$ cat src/rtl/keypad_matrix_scanner.sv
// ----------------------------------------------------------------------------
// keypad_matrix_scanner
//
// Scans a ROWS x COLS active-low key matrix one row at a time. Each key has
// its own debouncer, so several keys can be held at once. Press and release
// events go into a small event FIFO that the UI FSM drains.
//
// Optional build macro: KEYPAD_REPEAT_EN adds auto-repeat for the most
// recently pressed key. Without it, evt_repeat is tied low.
//
// Ports:
//   clk, rst_n    clock, asynchronous active-low reset
//   row           row drives; one bit low while scanning, all ones in reset
//   col           column sense inputs, active-low, asynchronous to clk
//   key_state     debounced pressed bitmap, bit r*COLS+c
//   any_key       OR of key_state
//   evt_valid     FIFO head valid
//   evt_ready     consumer ready
//   evt_code      head key code (r*COLS+c)
//   evt_press     head is a press (1) or a release (0)
//   evt_repeat    head is an auto-repeat press
//   evt_overflow  one-cycle pulse when an event is dropped because the FIFO is full
//
// Handshake: the head entry moves when evt_valid && evt_ready at a rising
// edge. While evt_valid is high and evt_ready is low, the head fields hold
// steady. A push and a pop in the same cycle are both accepted.
// ----------------------------------------------------------------------------
module keypad_matrix_scanner #(
    parameter int ROWS           = 4,
    parameter int COLS           = 4,
    parameter int SCAN_DIV       = 12000,
    parameter int SETTLE_CYC     = 120,
    parameter int DEBOUNCE_SCANS = 3,
    parameter int FIFO_DEPTH     = 8,
    localparam int KW            = $clog2(ROWS * COLS)
) (
    input  logic                   clk,
    input  logic                   rst_n,
    output logic [ROWS-1:0]        row,
    input  logic [COLS-1:0]        col,
    output logic [ROWS*COLS-1:0]   key_state,
    output logic                   any_key,
    output logic                   evt_valid,
    input  logic                   evt_ready,
    output logic [KW-1:0]          evt_code,
    output logic                   evt_press,
    output logic                   evt_repeat,
    output logic                   evt_overflow
);
    localparam int NK = ROWS * COLS;
    localparam int RW = $clog2(ROWS);
    localparam int CW = $clog2(COLS);
    localparam int SW = $clog2(SCAN_DIV);
    localparam int AW = $clog2(FIFO_DEPTH);
`ifdef KEYPAD_REPEAT_EN
    localparam int EW = KW + 2;  // {repeat, press, code}
    localparam int REPEAT_DELAY = 30;
    localparam int REPEAT_RATE  = 6;
`else
    localparam int EW = KW + 1;  // {press, code}
`endif

    typedef enum logic [1:0] {S_DRIVE, S_SAMPLE, S_UPDATE, S_HOLD} state_t;

    state_t                  state_q, state_d;
    logic [SW-1:0]           slot_q, slot_d;
    logic [RW-1:0]           row_idx_q, row_idx_d, row_nxt;
    logic [CW-1:0]           col_idx_q, col_idx_d;
    logic [ROWS-1:0]         row_q, row_d;
    logic [COLS-1:0]         col_s1_q, col_s2_q, col_lat_q, col_lat_d;
    logic [NK-1:0]           key_state_q, key_state_d;
    logic                    any_key_q;
    logic [NK-1:0][3:0]      cnt_q, cnt_d;
    logic [KW-1:0]           key_idx;
    logic                    raw;
    logic                    push, push_press;
    logic [EW-1:0]           push_data;

    logic [FIFO_DEPTH-1:0][EW-1:0] mem_q;
    logic [AW-1:0]           wr_ptr_q, rd_ptr_q;
    logic [AW:0]             count_q;
    logic                    full, pop, do_push, ovf_q;
    logic [EW-1:0]           head;

`ifdef KEYPAD_REPEAT_EN
    logic                    push_rep;
    logic                    trk_valid_q, trk_valid_d;
    logic [KW-1:0]           trk_key_q, trk_key_d;
    logic [5:0]              rep_cnt_q, rep_cnt_d;
    logic                    rep_first_q, rep_first_d;
`endif

    assign key_idx = KW'(row_idx_q) * KW'(COLS) + KW'(col_idx_q);
    assign raw     = ~col_lat_q[col_idx_q];
    assign row_nxt = (row_idx_q == RW'(ROWS - 1)) ? '0 : row_idx_q + RW'(1);

    always_comb begin
        state_d     = state_q;
        slot_d      = (slot_q == SW'(SCAN_DIV - 1)) ? '0 : slot_q + SW'(1);
        row_idx_d   = row_idx_q;
        col_idx_d   = col_idx_q;
        row_d       = row_q;
        col_lat_d   = col_lat_q;
        key_state_d = key_state_q;
        cnt_d       = cnt_q;
        push        = 1'b0;
        push_press  = 1'b0;
`ifdef KEYPAD_REPEAT_EN
        push_rep    = 1'b0;
        trk_valid_d = trk_valid_q;
        trk_key_d   = trk_key_q;
        rep_cnt_d   = rep_cnt_q;
        rep_first_d = rep_first_q;
`endif
        case (state_q)
            S_DRIVE: begin
                row_d = ~(ROWS'(1) << row_idx_q);
                if (slot_q == SW'(SETTLE_CYC - 1)) state_d = S_SAMPLE;
            end
            S_SAMPLE: begin
                col_lat_d = col_s2_q;
                col_idx_d = '0;
                state_d   = S_UPDATE;
            end
            S_UPDATE: begin
                // Any frame where raw agrees with the debounced level restarts the count.
                if (raw == key_state_q[key_idx]) begin
                    cnt_d[key_idx] = '0;
                end else if (cnt_q[key_idx] == 4'(DEBOUNCE_SCANS - 1)) begin
                    key_state_d[key_idx] = raw;
                    cnt_d[key_idx]       = '0;
                    push                 = 1'b1;
                    push_press           = raw;
                end else begin
                    cnt_d[key_idx] = cnt_q[key_idx] + 4'd1;
                end
`ifdef KEYPAD_REPEAT_EN
                // At this point push is high only for a debounced flip of this key.
                if (push && push_press) begin
                    trk_valid_d = 1'b1;
                    trk_key_d   = key_idx;
                    rep_cnt_d   = '0;
                    rep_first_d = 1'b1;
                end else if (push) begin
                    if (trk_valid_q && trk_key_q == key_idx) trk_valid_d = 1'b0;
                end else if (trk_valid_q && trk_key_q == key_idx && key_state_q[key_idx]) begin
                    if (rep_cnt_q == (rep_first_q ? 6'(REPEAT_DELAY - 1) : 6'(REPEAT_RATE - 1))) begin
                        push        = 1'b1;
                        push_press  = 1'b1;
                        push_rep    = 1'b1;
                        rep_cnt_d   = '0;
                        rep_first_d = 1'b0;
                    end else begin
                        rep_cnt_d = rep_cnt_q + 6'd1;
                    end
                end
`endif
                if (col_idx_q == CW'(COLS - 1)) state_d = S_HOLD;
                else col_idx_d = col_idx_q + CW'(1);
            end
            S_HOLD: begin
                // Drive the next row on the same edge that re-enters DRIVE.
                if (slot_q == SW'(SCAN_DIV - 1)) begin
                    state_d   = S_DRIVE;
                    row_idx_d = row_nxt;
                    row_d     = ~(ROWS'(1) << row_nxt);
                end
            end
            default: state_d = S_DRIVE;
        endcase
    end

`ifdef KEYPAD_REPEAT_EN
    assign push_data = {push_rep, push_press, key_idx};
`else
    assign push_data = {push_press, key_idx};
`endif

    assign full    = (count_q == (AW + 1)'(FIFO_DEPTH));
    assign pop     = evt_valid & evt_ready;
    assign do_push = push & (~full | pop);

    always_ff @(posedge clk or negedge rst_n) begin
        if (!rst_n) begin
            state_q     <= S_DRIVE;
            slot_q      <= '0;
            row_idx_q   <= '0;
            col_idx_q   <= '0;
            row_q       <= '1;
            col_s1_q    <= '1;
            col_s2_q    <= '1;
            col_lat_q   <= '1;
            key_state_q <= '0;
            any_key_q   <= 1'b0;
            cnt_q       <= '0;
            mem_q       <= '0;
            wr_ptr_q    <= '0;
            rd_ptr_q    <= '0;
            count_q     <= '0;
            ovf_q       <= 1'b0;
        end else begin
            state_q     <= state_d;
            slot_q      <= slot_d;
            row_idx_q   <= row_idx_d;
            col_idx_q   <= col_idx_d;
            row_q       <= row_d;
            col_s1_q    <= col;
            col_s2_q    <= col_s1_q;
            col_lat_q   <= col_lat_d;
            key_state_q <= key_state_d;
            any_key_q   <= |key_state_d;
            cnt_q       <= cnt_d;
            ovf_q       <= push & full & ~pop;
            if (do_push) begin
                mem_q[wr_ptr_q] <= push_data;
                wr_ptr_q        <= wr_ptr_q + AW'(1);
            end
            if (pop) rd_ptr_q <= rd_ptr_q + AW'(1);
            case ({do_push, pop})
                2'b10:   count_q <= count_q + (AW + 1)'(1);
                2'b01:   count_q <= count_q - (AW + 1)'(1);
                default: count_q <= count_q;
            endcase
        end
    end

`ifdef KEYPAD_REPEAT_EN
    always_ff @(posedge clk or negedge rst_n) begin
        if (!rst_n) begin
            trk_valid_q <= 1'b0;
            trk_key_q   <= '0;
            rep_cnt_q   <= '0;
            rep_first_q <= 1'b1;
        end else begin
            trk_valid_q <= trk_valid_d;
            trk_key_q   <= trk_key_d;
            rep_cnt_q   <= rep_cnt_d;
            rep_first_q <= rep_first_d;
        end
    end
`endif

    assign head         = mem_q[rd_ptr_q];
    assign row          = row_q;
    assign key_state    = key_state_q;
    assign any_key      = any_key_q;
    assign evt_valid    = (count_q != '0);
    assign evt_code     = head[KW-1:0];
    assign evt_press    = head[KW];
`ifdef KEYPAD_REPEAT_EN
    assign evt_repeat   = head[KW+1];
`else
    assign evt_repeat   = 1'b0;
`endif
    assign evt_overflow = ovf_q;

endmodule

$ cat config.mk
export PLATFORM = sky130hd
export DESIGN_NAME = keypad_matrix_scanner
export DESIGN_NICKNAME = d
export VERILOG_FILES = /design/src/rtl/keypad_matrix_scanner.sv
export SDC_FILE = /design/constraint.sdc
export NUM_CORES = 1
export LEC_CHECK = 0
export ABC_AREA = 1
export CELL_PAD_IN_SITES_DETAIL_PLACEMENT = 0
export CELL_PAD_IN_SITES_GLOBAL_PLACEMENT = 1
export CORE_ASPECT_RATIO = 1.1
export CORE_UTILIZATION = 46
export DETAILED_ROUTE_END_ITERATION = 8
export HOLD_SLACK_MARGIN = 0.15
export PLACE_DENSITY = 0.79
export SLEW_MARGIN = 30
export SYNTH_ARGS = -nofsm -noshare
export SYNTH_HDL_FRONTEND = slang
export SYNTH_SLANG_ARGS = --single-unit
export TNS_END_PERCENT = 1
$ cat constraint.sdc
create_clock -name clk -period 3.7 [get_ports clk]
set_clock_uncertainty 0.2 [all_clocks]
set_input_delay 0.555 -clock clk [delete_from_list [all_inputs] [get_ports clk]]
set_output_delay 0.555 -clock clk [all_outputs]
set_load 0.05 [all_outputs]
Yosys cells after proc, flatten, opt, wreduce, memory -nomap -nowiden

Cells that the tools add are included.

Add/sub/neg operators: 9
$lt $le $gt $ge: 6
Equality and inequality tests: 16
Shift operators: 2
Multiplexer cells: 39
Bitwise logic cells: 12
Reduce and logical (&&, ||, !) cells: 12

Operators by type and width:

| kind                                               | number |
|---|---|
| two-way mux 64 bit                                 | 2 |
| AND 64 bit                                         | 1 |
| bitwise mux 64 bit                                 | 1 |
| inverter 64 bit                                    | 1 |
| two-way mux 16 bit                                 | 3 |
| bitwise mux 40 bit                                 | 1 |
| binary-select mux 4 bit (select 4 bit)             | 1 |
| bitwise mux 16 bit                                 | 1 |
| demux 4 bit (select 4 bit)                         | 1 |
| one-hot mux 4 bit (2 select lines)                 | 2 |
| OR reduction 16 bit                                | 1 |
| binary-select mux 5 bit (select 3 bit)             | 1 |
| demux 5 bit (select 3 bit)                         | 1 |
| adder 14 x 1 -> 14 bit, second input constant      | 1 |
| == test 14 bit, second input constant              | 1 |
| == test 14 x 7 -> 1 bit, second input constant     | 1 |
| two-way mux 14 bit                                 | 1 |
| two-way mux 4 bit                                  | 3 |
| == test 2 bit, second input constant               | 5 |
| two-way mux 2 bit                                  | 5 |
| two-way mux 5 bit                                  | 2 |
| two-way mux 1 bit                                  | 9 |
| adder 4 x 1 -> 4 bit, second input constant        | 2 |
| < comparator 3 x 4 -> 1 bit, second input constant | 2 |
| other kinds (29)                                   | 47 |

Flip-flop bits (word level): 168
Input port bits: 7
Output and inout bits: 29
Word-level logic and storage cells: 134

Depth between registers and ports, before layout

Gate-level depths: netlist (run 1).

Depth after elaboration: 10
Depth in mapped cells: 24

Worst setup path before layout (run 1)

No wires, ideal clock.

Path kind: reg2reg
From: register col_idx_q[1]
To: register count_q[2]
Arrival time: 2.845 ns
Data required time: 3.387 ns
Slack: 0.542 ns
Stages on the path, launching flop included: 23
Path through: dfrtp_1 -> buf_2 -> buf_2 -> a21oi_1 -> o21ai_0 -> nand3_1 -> nand3_1 -> nand2_1 -> clkbuf_1 -> inv_1 -> ha_1 -> nand3_2 -> nor2_8 -> nand3_4 -> nand2_1 -> xor2_1 -> ha_1 -> nor2_1 -> nand3_1 -> nand2_1 -> nand3_1 -> nand2_1 -> inv_1

Longest elaborated chain between the ends: 10
Elaborated cells on any way between the ends: 18

RTL lines:

| item                                                                            | line | text |
|---|---|---|
| start: declaration                                                              | 68   | `logic [CW-1:0] col_idx_q, col_idx_d;` |
| start signal: assignment                                                        | 205  | `col_idx_q <= col_idx_d;` |
| adder 4 x 2 -> 4 bit                                                            | 93   | `assign key_idx = KW'(row_idx_q) * KW'(COLS) + KW'(col_idx_q);` |
| binary-select mux 4 bit (select 4 bit)                                          | 129  | `end else if (cnt_q[key_idx] == 4'(DEBOUNCE_SCANS - 1)) begin` |
| two-way mux 4 bit (not written as such)                                         | 129  |  |
| == test 4 x 2 -> 1 bit                                                          | 129  |  |
| two-way mux 1 bit                                                               | 129  |  |
| two-way mux 1 bit (*)                                                           | 127  | `if (raw == key_state_q[key_idx]) begin` |
| two-way mux 1 bit (*)                                                           | 115  | `case (state_q)` |
| AND 1 bit (*)                                                                   | 181  | `assign do_push = push & (~full \| pop);` |
| == test 2 x 1 -> 1 bit / == test 2 bit (equally long branches)                  | 219  | `case ({do_push, pop})` |
| one-hot mux 4 bit (2 select lines) / nonzero test 2 bit (equally long branches) | --   |  |
| end signal: assignment                                                          | 220  | `2'b10: count_q <= count_q + (AW + 1)'(1);` |
| end signal: assignment                                                          | 221  | `2'b01: count_q <= count_q - (AW + 1)'(1);` |
| end signal: assignment                                                          | 222  | `default: count_q <= count_q;` |
| end: declaration                                                                | 81   | `logic [AW:0] count_q;` |

Mark *: on every way between the ends. The rest lies on a longest branch, timed or not. The select of a mux whose other input is x is not followed.
A chain may end at the register's enable or synchronous reset.

Final worst setup path (run 1)

From: register rd_ptr_q[1]
To: output evt_press

Longest elaborated chain between the ends: 2

RTL lines:

| item                                    | line | text |
|---|---|---|
| start: declaration                      | 80   | `logic [AW-1:0] wr_ptr_q, rd_ptr_q;` |
| start signal: assignment                | 218  | `if (pop) rd_ptr_q <= rd_ptr_q + AW'(1);` |
| binary-select mux 5 bit (select 3 bit)  | 243  | `assign head = mem_q[rd_ptr_q];` |
| two-way mux 5 bit (not written as such) | 243  |  |
| end: declaration                        | 46   | `output logic evt_press,` |

Every way passes these cells. The select of a mux whose other input is x is not followed.

==> results.txt, run 1 <==
----------------------------------------------------
[Placement]
  Count of buffers inserted at the top-level ports ... 34
  Last weighted congestion value of the routability-driven placer ... 0.836
  Post-detailed-placement half-perimeter wirelength ... 14500 um

[GRT]
  Initial antenna violation count ... 0
  Overflow after GRT ... 0
  Global-route usage over all layers ... 24.6%
  Wire length of the first global-routing pass ... 34500 um
  Via count of the first global-routing pass ... 6568
  Maximum number of pins on one net before global-route repair ... 101

[Die]
  Row cnt ... 51
  Placeable Area ... 17700 um^2
  Full die area ... 18600 um^2
  Effective utilization at floorplan ... 47.1%
  Height of the die ... 143 um
  Die X ... 130 um
  I/O Pins ... 36

[STA]
  Peak Freq ... 0.288 GHz
  Final Hold Viols ... 0
  Slew Limit Fails ... 0
  Final cycle utilization of the critical path ... 93.8%
  Final worst path period need ... 3.47 ns
  Final worst hold slack ... 0.156 ns
  Unrepaired setup endpoints after global routing ... no
  Slew at the pin with the worst max-slew slack ... 0.695 ns
  Max_slew headroom ... 53.5%
  Total Neg Setup Slack ... 0 ns
  Total of endpoints with negative setup slack in the final report ... 0

[Power]
  Leakage ... 4.32 nW
  PwrDens ... 461 nW/um^2
  Worst IR Drop VDD ... 0.000319 V

[CTS]
  Clock latency of the later-clocked register in the worst-skew pair ... 0.43 ns
  Clock input transition at the sequential cells of the worst setup and hold paths ... 0.07 ns
  CTS tree ... built
  # clock sinks ... 168
  Clock buffer count from CTS ... 17
  Number of buffers between clock root and the deepest sink ... 2
  Max H-tree Level ... 4
  Library cell used as clock root buffer ... sky130_fd_sc_hd__clkbuf_16

[Detailed routing]
  Number of optimization iterations in the first detailed-route pass ... 5
  Number of nets with antenna violations after detailed routing ... 0
  Number of DRC markers in iteration 0 ... 447
  WL per Instance ... 16.3 um
  Vias per inst ... 5.21
  Final routed DRC violation total ... 0
  Total via count after detailed routing ... 6677
  Final routed wirelength across all metal layers ... 20900 um

[Critical path]
  Path type of the worst setup path ... reg -> out
  Startpoint class of the critical path ... flip-flop
  Data arrival time of the critical path ... 2.72 ns
  Largest fanout of any net on the critical path ... 12
  Data required time of the worst path ... 2.94 ns
  Crit path capture type ... primary output

[Worst hold path]
  Hold crit path type ... reg -> reg

[Logic synthesis]
  Largest area contributor in the netlist ... sky130_fd_sc_hd__dfrtp_1
  EDFF count, synth ... 0
  Most used DFF post-synth ... sky130_fd_sc_hd__dfrtp_1
  Area share of the largest cell type after synthesis ... 45.7%
  Number of storage elements in the synthesis netlist ... 168
  Top cells by area, synth ... sky130_fd_sc_hd__dfrtp_1 46%, sky130_fd_sc_hd__nand2_1 9.9%, sky130_fd_sc_hd__dfstp_2 5.1%
  Post-synth net total ... 1015
  Synthesized cell area ... 8320 um^2
  Yosys cell types ... 41
  Mean area per synthesized cell ... 8.41 um^2
  Gate count of the mapped netlist ... 990
  Synth Warn # ... 0
  Proportion of synthesized flip-flops having asynchronous set or reset ... 100%
  Sequential-to-total area share from yosys stat ... 50.8%

[Flow run]
  Count of maximum capacitance violations ... 0

[Finish]
  Fraction of layout cells with a size suffix above 1 ... 10.2%
  Post-layout util ... 53.7%
  Area Growth Syn to Fin ... 14.1%
  Net count reported at finish ... 1056
  Antenna diodes ... 0

[Outcome]
  Result of the run ... finished, final reports clean

----------------------------------------------------
==> synth_stat cells, types with 2 or more instances <==
library cell	number
sky130_fd_sc_hd__a21oi_1	29
sky130_fd_sc_hd__a31oi_1	6
sky130_fd_sc_hd__buf_1	3
sky130_fd_sc_hd__buf_2	9
sky130_fd_sc_hd__buf_4	7
sky130_fd_sc_hd__buf_6	5
sky130_fd_sc_hd__clkbuf_1	14
sky130_fd_sc_hd__dfrtp_1	152
sky130_fd_sc_hd__dfstp_2	16
sky130_fd_sc_hd__ha_1	18
sky130_fd_sc_hd__inv_1	107
sky130_fd_sc_hd__mux2_2	6
sky130_fd_sc_hd__nand2_1	219
sky130_fd_sc_hd__nand2_2	3
sky130_fd_sc_hd__nand2_4	10
sky130_fd_sc_hd__nand3_1	76
sky130_fd_sc_hd__nand4_1	18
sky130_fd_sc_hd__nor2_1	87
sky130_fd_sc_hd__nor2_8	3
sky130_fd_sc_hd__nor3_1	16
sky130_fd_sc_hd__o211ai_1	2
sky130_fd_sc_hd__o211ai_2	2
sky130_fd_sc_hd__o21a_1	2
sky130_fd_sc_hd__o21ai_0	72
sky130_fd_sc_hd__o21ai_1	42
sky130_fd_sc_hd__o22ai_1	42
sky130_fd_sc_hd__xor2_1	10
==> final timing paths <==
path	start	end	slack, ns	depth (start not counted)
setup / recovery	rd_ptr_q[1]	evt_press	0.23	6
hold / removal	col_s1_q[0]	col_s2_q[0]	0.16	0
setup reg to reg	col_idx_q[0]	cnt_q[54]	0.48	15
hold reg to reg	col_s1_q[0]	col_s2_q[0]	0.16	0
max in group asynchronous	rst_n	col_lat_q[1]	2.12	3
min in group asynchronous	rst_n	mem_q[38]	0.34	2
==> metrics by stage <==
stage                     setup slack (ns)  area, um^2  power [mW]  instances
after CTS                            0.199        9500        4.41       1282
after global placement               0.584        8940        2.76       1249
after detailed placement             0.530        8940        2.76       1249
after global routing                0.0794        9500        4.58       1282
final                                0.230        9500        4.38       1282
after floorplan                      0.542        8320        2.50        990
==> layout by cell type (no fill, tap or decap), drive strengths merged <==
cell / Yosys / final
a21oi: 30 / 30
a22oi: 1 / 1
a31oi: 6 / 6
buf: 24 / 26
clkbuf: 14 / 19
clkdlybuf4s50: 0 / 33
clkinv: 2 / 6
clkinvlp: 0 / 7
conb: 1 / 1
dfrtp: 152 / 152
dfstp: 16 / 16
dlygate4sd3: 0 / 1
ha: 18 / 18
inv: 109 / 111
mux2: 6 / 6
nand2: 232 / 232
nand3: 78 / 78
nand4: 18 / 18
nor2: 90 / 90
nor3: 16 / 16
nor4: 1 / 1
o211ai: 4 / 4
o21a: 2 / 2
o21ai: 115 / 115
o22ai: 42 / 42
o31ai: 1 / 1
o41ai: 1 / 1
xor2: 11 / 11
==> cell families (layout without fill, tap and decap cells) <==
kind of cell | Yosys count | after routing | share of synthesized area, %
xor gates and xnor gates | 11 | 11 | 1.25
AOI/OAI and AO/OA | 202 | 202 | 13.4
other | 1 | 1 | 0.0451
muxes | 6 | 6 | 0.812
and+or+nand+nor | 435 | 435 | 23.4
DFF | 168 | 168 | 50.8
adders and majority gates | 18 | 18 | 2.71
buffers and inverters | 149 | 203 | 7.67
==> per-layer routing <==
metal	up-vias	share of wire (%)	GRT usage, %
met1	3158	48	33.8
met4	0	2.5	9.24
met2	126	47	38.6
li1	3357	-	-
met5	-	0	0
met3	36	3.5	4.20
==> sequential cells by signal (all words and copies together), names as in the netlist <==
name / count
rd_ptr_q: 3
col_s2_q: 4
evt_overflow: 1
col_lat_q: 4
mem_q: 40
cnt_q: 64
state_q: 2
col_s1_q: 4
slot_q: 14
count_q: 4
key_state: 16
col_idx_q: 2
row: 4
row_idx_q: 2
wr_ptr_q: 3
any_key: 1
==> where the power goes <==
group	switching [mW]	total (mW)	internal (mW)	leakage [nW]
registers	0.0462	1.93	1.88	2.25
logic	0.547	0.800	0.253	1.82
clock network	0.766	1.65	0.881	0.248
total	1.36	4.38	3.02	4.32
==> critical path: stages (launching register included) <==
cell                              delay [ns]
sky130_fd_sc_hd__dfrtp_1                0.53
sky130_fd_sc_hd__inv_1                  0.29
sky130_fd_sc_hd__o21ai_0                0.20
sky130_fd_sc_hd__o22ai_1                0.15
sky130_fd_sc_hd__nor2_1                 0.06
sky130_fd_sc_hd__a31oi_1                0.21
sky130_fd_sc_hd__clkdlybuf4s50_1        0.84
==> repair_timing <==
action                                  4_1_cts  5_1_grt
hold buffers                                  1        0
gates resized for setup                       0        1
endpoints found under the setup margin        0        1
hold endpoints to repair                     22        0
buffers inserted                              0        0
==> area by class of cell <==
| class | instances | area (um^2) |
|---|---|---|
| fillers | 1711 | 8180 |
| flip-flops and latches | 168 | 4220 |
| multi-input cells | 673 | 3460 |
| repair buffers | 60 | 552 |
| clock buffers | 19 | 443 |
| inverters | 111 | 424 |
| well taps | 238 | 298 |
| clock inverters | 13 | 98.8 |
No activity file was read; power rests on OpenSTA's default activity.
==> run 2: changes to the inputs <==
--- a/config.mk
+++ b/config.mk
@@ -11,6 +11,7 @@
 export CORE_ASPECT_RATIO = 1.1
 export CORE_UTILIZATION = 46
 export DETAILED_ROUTE_END_ITERATION = 8
+export GPL_TIMING_DRIVEN = 0
 export HOLD_SLACK_MARGIN = 0.15
 export PLACE_DENSITY = 0.79
 export SLEW_MARGIN = 30
==> run 2 against run 1 <==
Effect of this change:
- clock power grew 9.7%
- utilization is 1.0 points higher
- worst setup slack got worse by 0.094 ns
- critical endpoint is now count_q[2]
==> results.txt, run 2 (same netlist as run 1, synthesis figures left out) <==
----------------------------------------------------
[CTS]
  Max H-tree Level ... 4
  Clock input transition at the sequential cells of the worst setup and hold paths ... 0.07 ns
  Number of buffers between clock root and the deepest sink ... 2
  Clock buffer count from CTS ... 17
  Clock latency of the later-clocked register in the worst-skew pair ... 0.43 ns
  Library cell used as clock root buffer ... sky130_fd_sc_hd__clkbuf_16
  CTS tree ... built
  Buffers inserted by post-CTS timing repair ... 0
  # clock sinks ... 168

[Power]
  Comb power frac ... 18.0%
  Worst IR Drop VDD ... 0.000318 V
  PwrDens ... 469 nW/um^2
  Net switching power ... 1.36 mW
  Internal power summed over all cells ... 3.19 mW
  Leakage ... 4.40 nW
  Clock share of power ... 39.9%
  Switching share of power ... 29.9%
  Share of total power in sequential cells ... 42.1%

[Critical path]
  Critical path, cell by cell ... buf_6 > buf_6 > buf_2 > o21ai_0 > nand3_1 > nand3_1 > nand2_4 > buf_4 > inv_1 > ha_1 > nand3_2 > nor2_8 > nand3_4 > nand2_2 > xor2_1 > ha_1 > nor2_1 > nand3_1 > nand2_1 > nand2_1 > nand2_1 > nand2_1 > inv_1
  Startpoint class of the critical path ... flip-flop
  Data arrival time of the critical path ... 3.70 ns
  Data required time of the worst path ... 3.83 ns
  Largest stage delay on the critical path ... 0.41 ns
  Slowest cell on the critical path ... sky130_fd_sc_hd__dfrtp_1
  Most frequent cell on the critical path ... sky130_fd_sc_hd__nand2_1
  Reg-to-reg setup timing slack ... 0.14 ns
  Critical register-to-register path startpoint ... col_idx_q[0]
  Critical path launch point ... col_idx_q[0]
  Path type of the worst setup path ... reg -> reg
  Largest fanout of any net on the critical path ... 10
  Crit path capture type ... flip-flop

[Finish]
  Leading cell types in the layout, fill and taps excluded ... 217 x sky130_fd_sc_hd__nand2_1, 152 x sky130_fd_sc_hd__dfrtp_1, 107 x sky130_fd_sc_hd__inv_1
  Antenna diodes ... 0
  Net count reported at finish ... 1071
  Number of fillers in the final layout ... 1720
  Fraction of layout cells with a size suffix above 1 ... 10.8%
  Most frequent standard cell in the layout excluding fill and tap cells ... sky130_fd_sc_hd__nand2_1
  Area Growth Syn to Fin ... 16.3%
  Final std cell area, no fill ... 9680 um^2
  Register with the highest flop count ... cnt_q
  Number of flip-flops under the largest register name ... 64
  FF+latch area ... 4220 um^2
  Area taken by multi-input logic gates ... 3500 um^2

[Detailed routing]
  Number of optimization iterations in the first detailed-route pass ... 5
  Total via count after detailed routing ... 6835
  Vias per inst ... 5.27
  Number of DRC markers in iteration 0 ... 433
  WL per Instance ... 16.5 um
  Final routed DRC violation total ... 0
  Final routed wirelength across all metal layers ... 21400 um
  Number of nets with antenna violations after detailed routing ... 0

[STA]
  Total Neg Setup Slack ... 0 ns
  Max_slew headroom ... 42.1%
  Peak Freq ... 0.281 GHz
  Final cycle utilization of the critical path ... 96.3%
  Final worst hold slack ... 0.156 ns
  Final worst path period need ... 3.56 ns
  Slew Limit Fails ... 0
  Final Hold Viols ... 0
  Final WS setup ... 0.136 ns
  Unrepaired setup endpoints after global routing ... yes
  Slew at the pin with the worst max-slew slack ... 0.862 ns
  Total of endpoints with negative setup slack in the final report ... 0

[Die]
  Height of the die ... 143 um
  Die X ... 130 um
  Row cnt ... 51
  Effective utilization at floorplan ... 47.1%
  Placeable Area ... 17700 um^2
  Full die area ... 18600 um^2
  I/O Pins ... 36

[Worst hold path]
  Hold crit path type ... reg -> reg
  Min-Delay Startpoint ... col_s1_q[0]

[Placement]
  Post-detailed-placement half-perimeter wirelength ... 14900 um
  Placed cell areas ... 9040 um^2
  Pre-CTS setup slack ... -0.300 ns
  Last weighted congestion value of the routability-driven placer ... 0.830
  Count of buffers inserted at the top-level ports ... 34

[GRT]
  Via count of the first global-routing pass ... 6614
  Wire length of the first global-routing pass ... 35000 um
  Initial antenna violation count ... 0
  Overflow after GRT ... 0
  Global-route usage over all layers ... 24.9%
  Maximum number of pins on one net before global-route repair ... 79

[Outcome]
  Result of the run ... finished, final reports clean

[Flow run]
  Count of maximum capacitance violations ... 0

----------------------------------------------------
-- run 2: cell types whose count changed in the layout (fill, tap and decap cells not counted), sizes merged --
cell | previous run | this run
buf | 26 | 27
clkbuf | 19 | 33
clkinvlp | 7 | 1
clkinv | 6 | 8
bufinv | 0 | 2
inv | 111 | 113
-- run 2: power groups by stage --
stage	clock network (mW)	logic, mW	registers [mW]
detailed placement	0	0.823	1.95
CTS	1.84	0.828	1.91
floorplan	0	0.561	1.94
global route	1.91	0.903	1.92
finish	1.81	0.819	1.91
global placement	0	0.815	1.95
-- run 2: worst max-delay path: cells and delay by family (launching register included) --
family	cells	cell delay, ns
DFF	1	0.41
adders and majority gates	2	0.33
and+or+nand+nor	13	1.32
AOI/OAI and AO/OA	1	0.22
buffers and inverters	6	0.81
xor gates and xnor gates	1	0.17
-- run 2: repair_timing --
item | in CTS | in global routing
endpoints found under the hold margin | 40 | 0
hold buffers | 1 | 0
gates resized for setup | 5 | 9
pin swaps | 0 | 0
endpoints found under the setup margin | 90 | 88
-- run 2: routing by layer --
metal | vias to the layer above | routed length (um) | GRT usage (%)
met5 | - | 0 | 0
met4 | 0 | 433 | 8.87
met3 | 33 | 926 | 3.75
met2 | 156 | 9900 | 38.9
met1 | 3257 | 10200 | 35.0
li1 | 3389 | - | -
-- run 2: cell type report --
cell class	instances	share of cell area [%]
repair buffers	37	4.24
clock buffers	19	4.68
clock inverters	13	1.49
well taps	238	3.08
multi-input cells	673	36.2
inverters	111	4.34
flip-flops and latches	168	43.6
plain buffers	38	2.35
-- run 2: worst paths after layout --
path                                     to  depth (start not counted)
worst min-delay path            col_s2_q[0]                          0
min in group asynchronous          mem_q[6]                          2
worst min register to register  col_s2_q[0]                          0
max in group asynchronous         cnt_q[40]                          3
worst max-delay path             count_q[2]                         23
worst max register to register   count_q[2]                         23
-- run 2: stage by stage --
step | power, mW | utilization [%] | std cells
global placement | 2.76 | 50.7 | 1262
finish | 4.55 | 54.8 | 1297
global route | 4.73 | 54.8 | 1297
floorplan | 2.50 | - | 990
detailed placement | 2.77 | 51.1 | 1264
CTS | 4.58 | 54.7 | 1297
==> RTL edit 1: new RTL, config.mk and constraints of run 2 <==
The option `KEYPAD_REPEAT_EN` is turned on by a define.
--- a/src/rtl/keypad_matrix_scanner.sv
+++ b/src/rtl/keypad_matrix_scanner.sv
@@ -27,2 +27,4 @@
 // ----------------------------------------------------------------------------
+`define KEYPAD_REPEAT_EN
+
 module keypad_matrix_scanner #(
Function: same outputs for any inputs over 10 cycles, from zero or initial values and one cycle with rst_n low; that may be too few to reach the edited logic, so the function may still have changed.
==> RTL edit 1 against run 2 <==
The flow now finishes with violations (DRC); sequential cell count grew 20; sequential power grew 13%; critical endpoint is now evt_code[1]; first-iteration DRC count grew 29%; via count grew 15%; total power grew 9.2%; synthesized cell count grew 15%; worst setup slack gained 0.020 ns; final area grew 14%; area after synthesis grew 14%; combinational power grew 22%; wire length grew 17%.
==> RTL edit 1: results <==
metrics = {
    "grt": {
        "met1_usage": 0.3350,
        "met2_usage": 0.4250,
        "met3_usage": 0.03759,
        "grt_pass1_wl_mm": 41.10,
    },
    "logic_synthesis": {
        "ys_seq_area_frac": 0.4967,
        "synth_area_leaders": "dfrtp_1, nand2_1, o21ai_0",
        "synth_cell_types": 44,
    },
    "worst_setup_path": {
        "startpoint": "rd_ptr_q[0]",
        "cp_top_family": "buffers and inverters",
        "ff2ff_setup_slack_ns": 0.18,
        "r2r_cells": 18,
        "cp-endpoint": "evt_code[1]",
    },
    "drt": {
        "drc_errors": 3,
        "drt-met1-wl_mm": 11.38,
        "drt_iter0_drc": 558,
        "avgRoutedWirePerCell_um": 17.04,
        "via_per_inst": 5.343,
        "drt_wl_total_mm": 25.05,
    },
    "placed_design": {
        "place_congestion": 0.8354,
        "placed_cell_area_mm2": 0.01024,
        "io_buffer_count": 35,
        "dp_hpwl_mm": 17.80,
    },
    "run_status": {
        "failed_checks": "DRC",
        "outcome": "finished, violations left",
    },
    "pwr": {
        "pwr-share-clk": 0.365,
        "cellLeakagePower_nw": 5.029,
        "p_seq_frac": 0.433,
        "ir_drop_uv": 310.1,
    },
    "timing": {
        "finalHoldWorstSlack_ns": 0.1572,
        "setup_ws_ns": 0.1562,
    },
    "layout": {
        "clock_area_frac": 0.05233,
        "fin_area_mm2": 0.01102,
        "multi_input_gates": 779,
        "nets": 1235,
        "nNonClkBuffers": 97,
        "n_fill_cell": 1929,
    },
    "worst_hold_path": {
        "min_to": "col_s2_q[1]",
    },
}
-- RTL edit 1: cell count changes after synthesis, sizes merged, moves of 5 or more --
cell / delta
nor3: -12
nand2: +52
clkbuf: +8
dfrtp: +19
inv: +12
nor4: +5
nand3: -10
o22ai: -7
o21ai: +40
nor2: +14
-- RTL edit 1: kinds of logic after synthesis --
| group | count (synthesis) | synth area share |
|---|---|---|
| adders and majority gates | 23 | 0.03104 |
| xor gates and xnor gates | 16 | 0.01473 |
| DFF | 188 | 0.4967 |
| muxes | 4 | 0.004603 |
| AOI/OAI and AO/OA | 242 | 0.1472 |
| and+or+nand+nor | 494 | 0.2241 |
| buffers and inverters | 172 | 0.08167 |
-- RTL edit 1: repair_timing --
| action | 4_1_cts | 5_1_grt |
|---|---|---|
| endpoints found under the setup margin | 152 | 79 |
| pin swaps | 4 | 4 |
| setup buffers | 5 | 7 |
| hold buffers | 1 | 0 |
| resized for setup | 27 | 14 |
| endpoints found under the hold margin | 136 | 0 |
==> RTL edit 2: new RTL, config.mk and constraints of run 2 <==
Made on the original files. Register the output `evt_overflow` once more, with the module's reset; this adds one clock of latency there. The other outputs are not delayed to match. Comments in the files are not updated.
--- a/src/rtl/keypad_matrix_scanner.sv
+++ b/src/rtl/keypad_matrix_scanner.sv
@@ -254,3 +254,9 @@
 `endif
-    assign evt_overflow = ovf_q;
+    always_ff @(posedge clk or negedge rst_n) begin
+        if (!rst_n) begin
+            evt_overflow <= '0;
+        end else begin
+            evt_overflow <= ovf_q;
+        end
+    end
 
Check against the original RTL: no difference found for any inputs over 10 cycles, from zero or initial values and one cycle with rst_n low; that may be too few to reach the edited logic, so the function may still have changed.
==> RTL edit 2 against run 2 <==
Area after synthesis fell by 0.50%; combinational power up 2%; worst setup slack improved by 0.073 ns; final area increased by 0.67%; total power increased by 2.0%; count of clock-buffer cells in the layout up 7; sequential cell count grew 1; wire length increased by 1.8%; critical endpoint unchanged.
==> RTL edit 2: results <==
metrics = {
    "pwr": {
        "ir_drop_uv": 342.8,
        "cellLeakagePower_nw": 4.448,
        "powerComb_mw": 0.833,
        "switchingPower_mw": 1.338,
    },
    "logic_synthesis": {
        "syn_avg_cell_area_um2": 8.424,
        "yosys-top-cells-count": "nand2_1, dfrtp_1, inv_1",
        "synth_xor_area_frac": 0.01254,
        "yosys.area_share.adder": 0.02720,
    },
    "layout": {
        "non_clock_inverter_count": 118,
        "clock_area_frac": 0.06496,
        "buffer_area_frac": 0.06906,
        "nets": 1068,
        "nNonClkBuffers": 82,
        "seqCellArea_mm2": 0.004250,
    },
    "drt": {
        "via_per_inst": 5.281,
        "route.met2.wl_mm": 10.18,
        "drt_wl_total_mm": 21.82,
    },
    "cts": {
        "cts.repair.resized": 14,
    },
    "worst_hold_path": {
        "min_from": "ovf_q",
    },
    "run_status": {
        "outcome": "complete, no violations",
    },
    "placed_design": {
        "pre_cts_slack_ns": -0.5699,
        "placed_cell_area_mm2": 0.008989,
    },
    "grt": {
        "met3_usage": 0.04908,
        "met2_usage": 0.3985,
        "grtUsageTotal": 0.2530,
        "grt_start_max_net_pins": 63,
    },
    "worst_setup_path": {
        "crit_path_top_delay_cell": "dfrtp_2",
        "cpPeakStageDelay_ns": 0.45,
    },
    "die": {
        "dieArea_mm2": 0.01854,
    },
}
## RTL edit 2: cell types whose count changed after synthesis, sizes merged, moves of 2 or more
cell | run 2 | this run
inv | 109 | 116
o211ai | 4 | 6
buf | 24 | 20
nor3 | 16 | 14
a21oi | 30 | 33
nand2 | 232 | 208
mux2 | 6 | 0
clkbuf | 14 | 21
o22ai | 42 | 56
nor2 | 90 | 81
## RTL edit 2: cell families after synthesis
group	after synthesis
AO/OA/AOI/OAI	222
XOR/XNOR	11
adder cells (fa/ha/maj)	18
buffers and inverters	159
flip-flops	169
other	1
AND/OR/NAND/NOR	403
## RTL edit 2: worst paths after layout
kind,slack (ns),to,cells past startpoint
worst max-delay path,0.21,count_q[2],21
worst min-delay path,0.15,evt_overflow,0
worst max register to register,0.21,count_q[2],21
worst min register to register,0.15,evt_overflow,0
max in group asynchronous,2.17,col_s1_q[3],3
min in group asynchronous,0.44,cnt_q[10],2
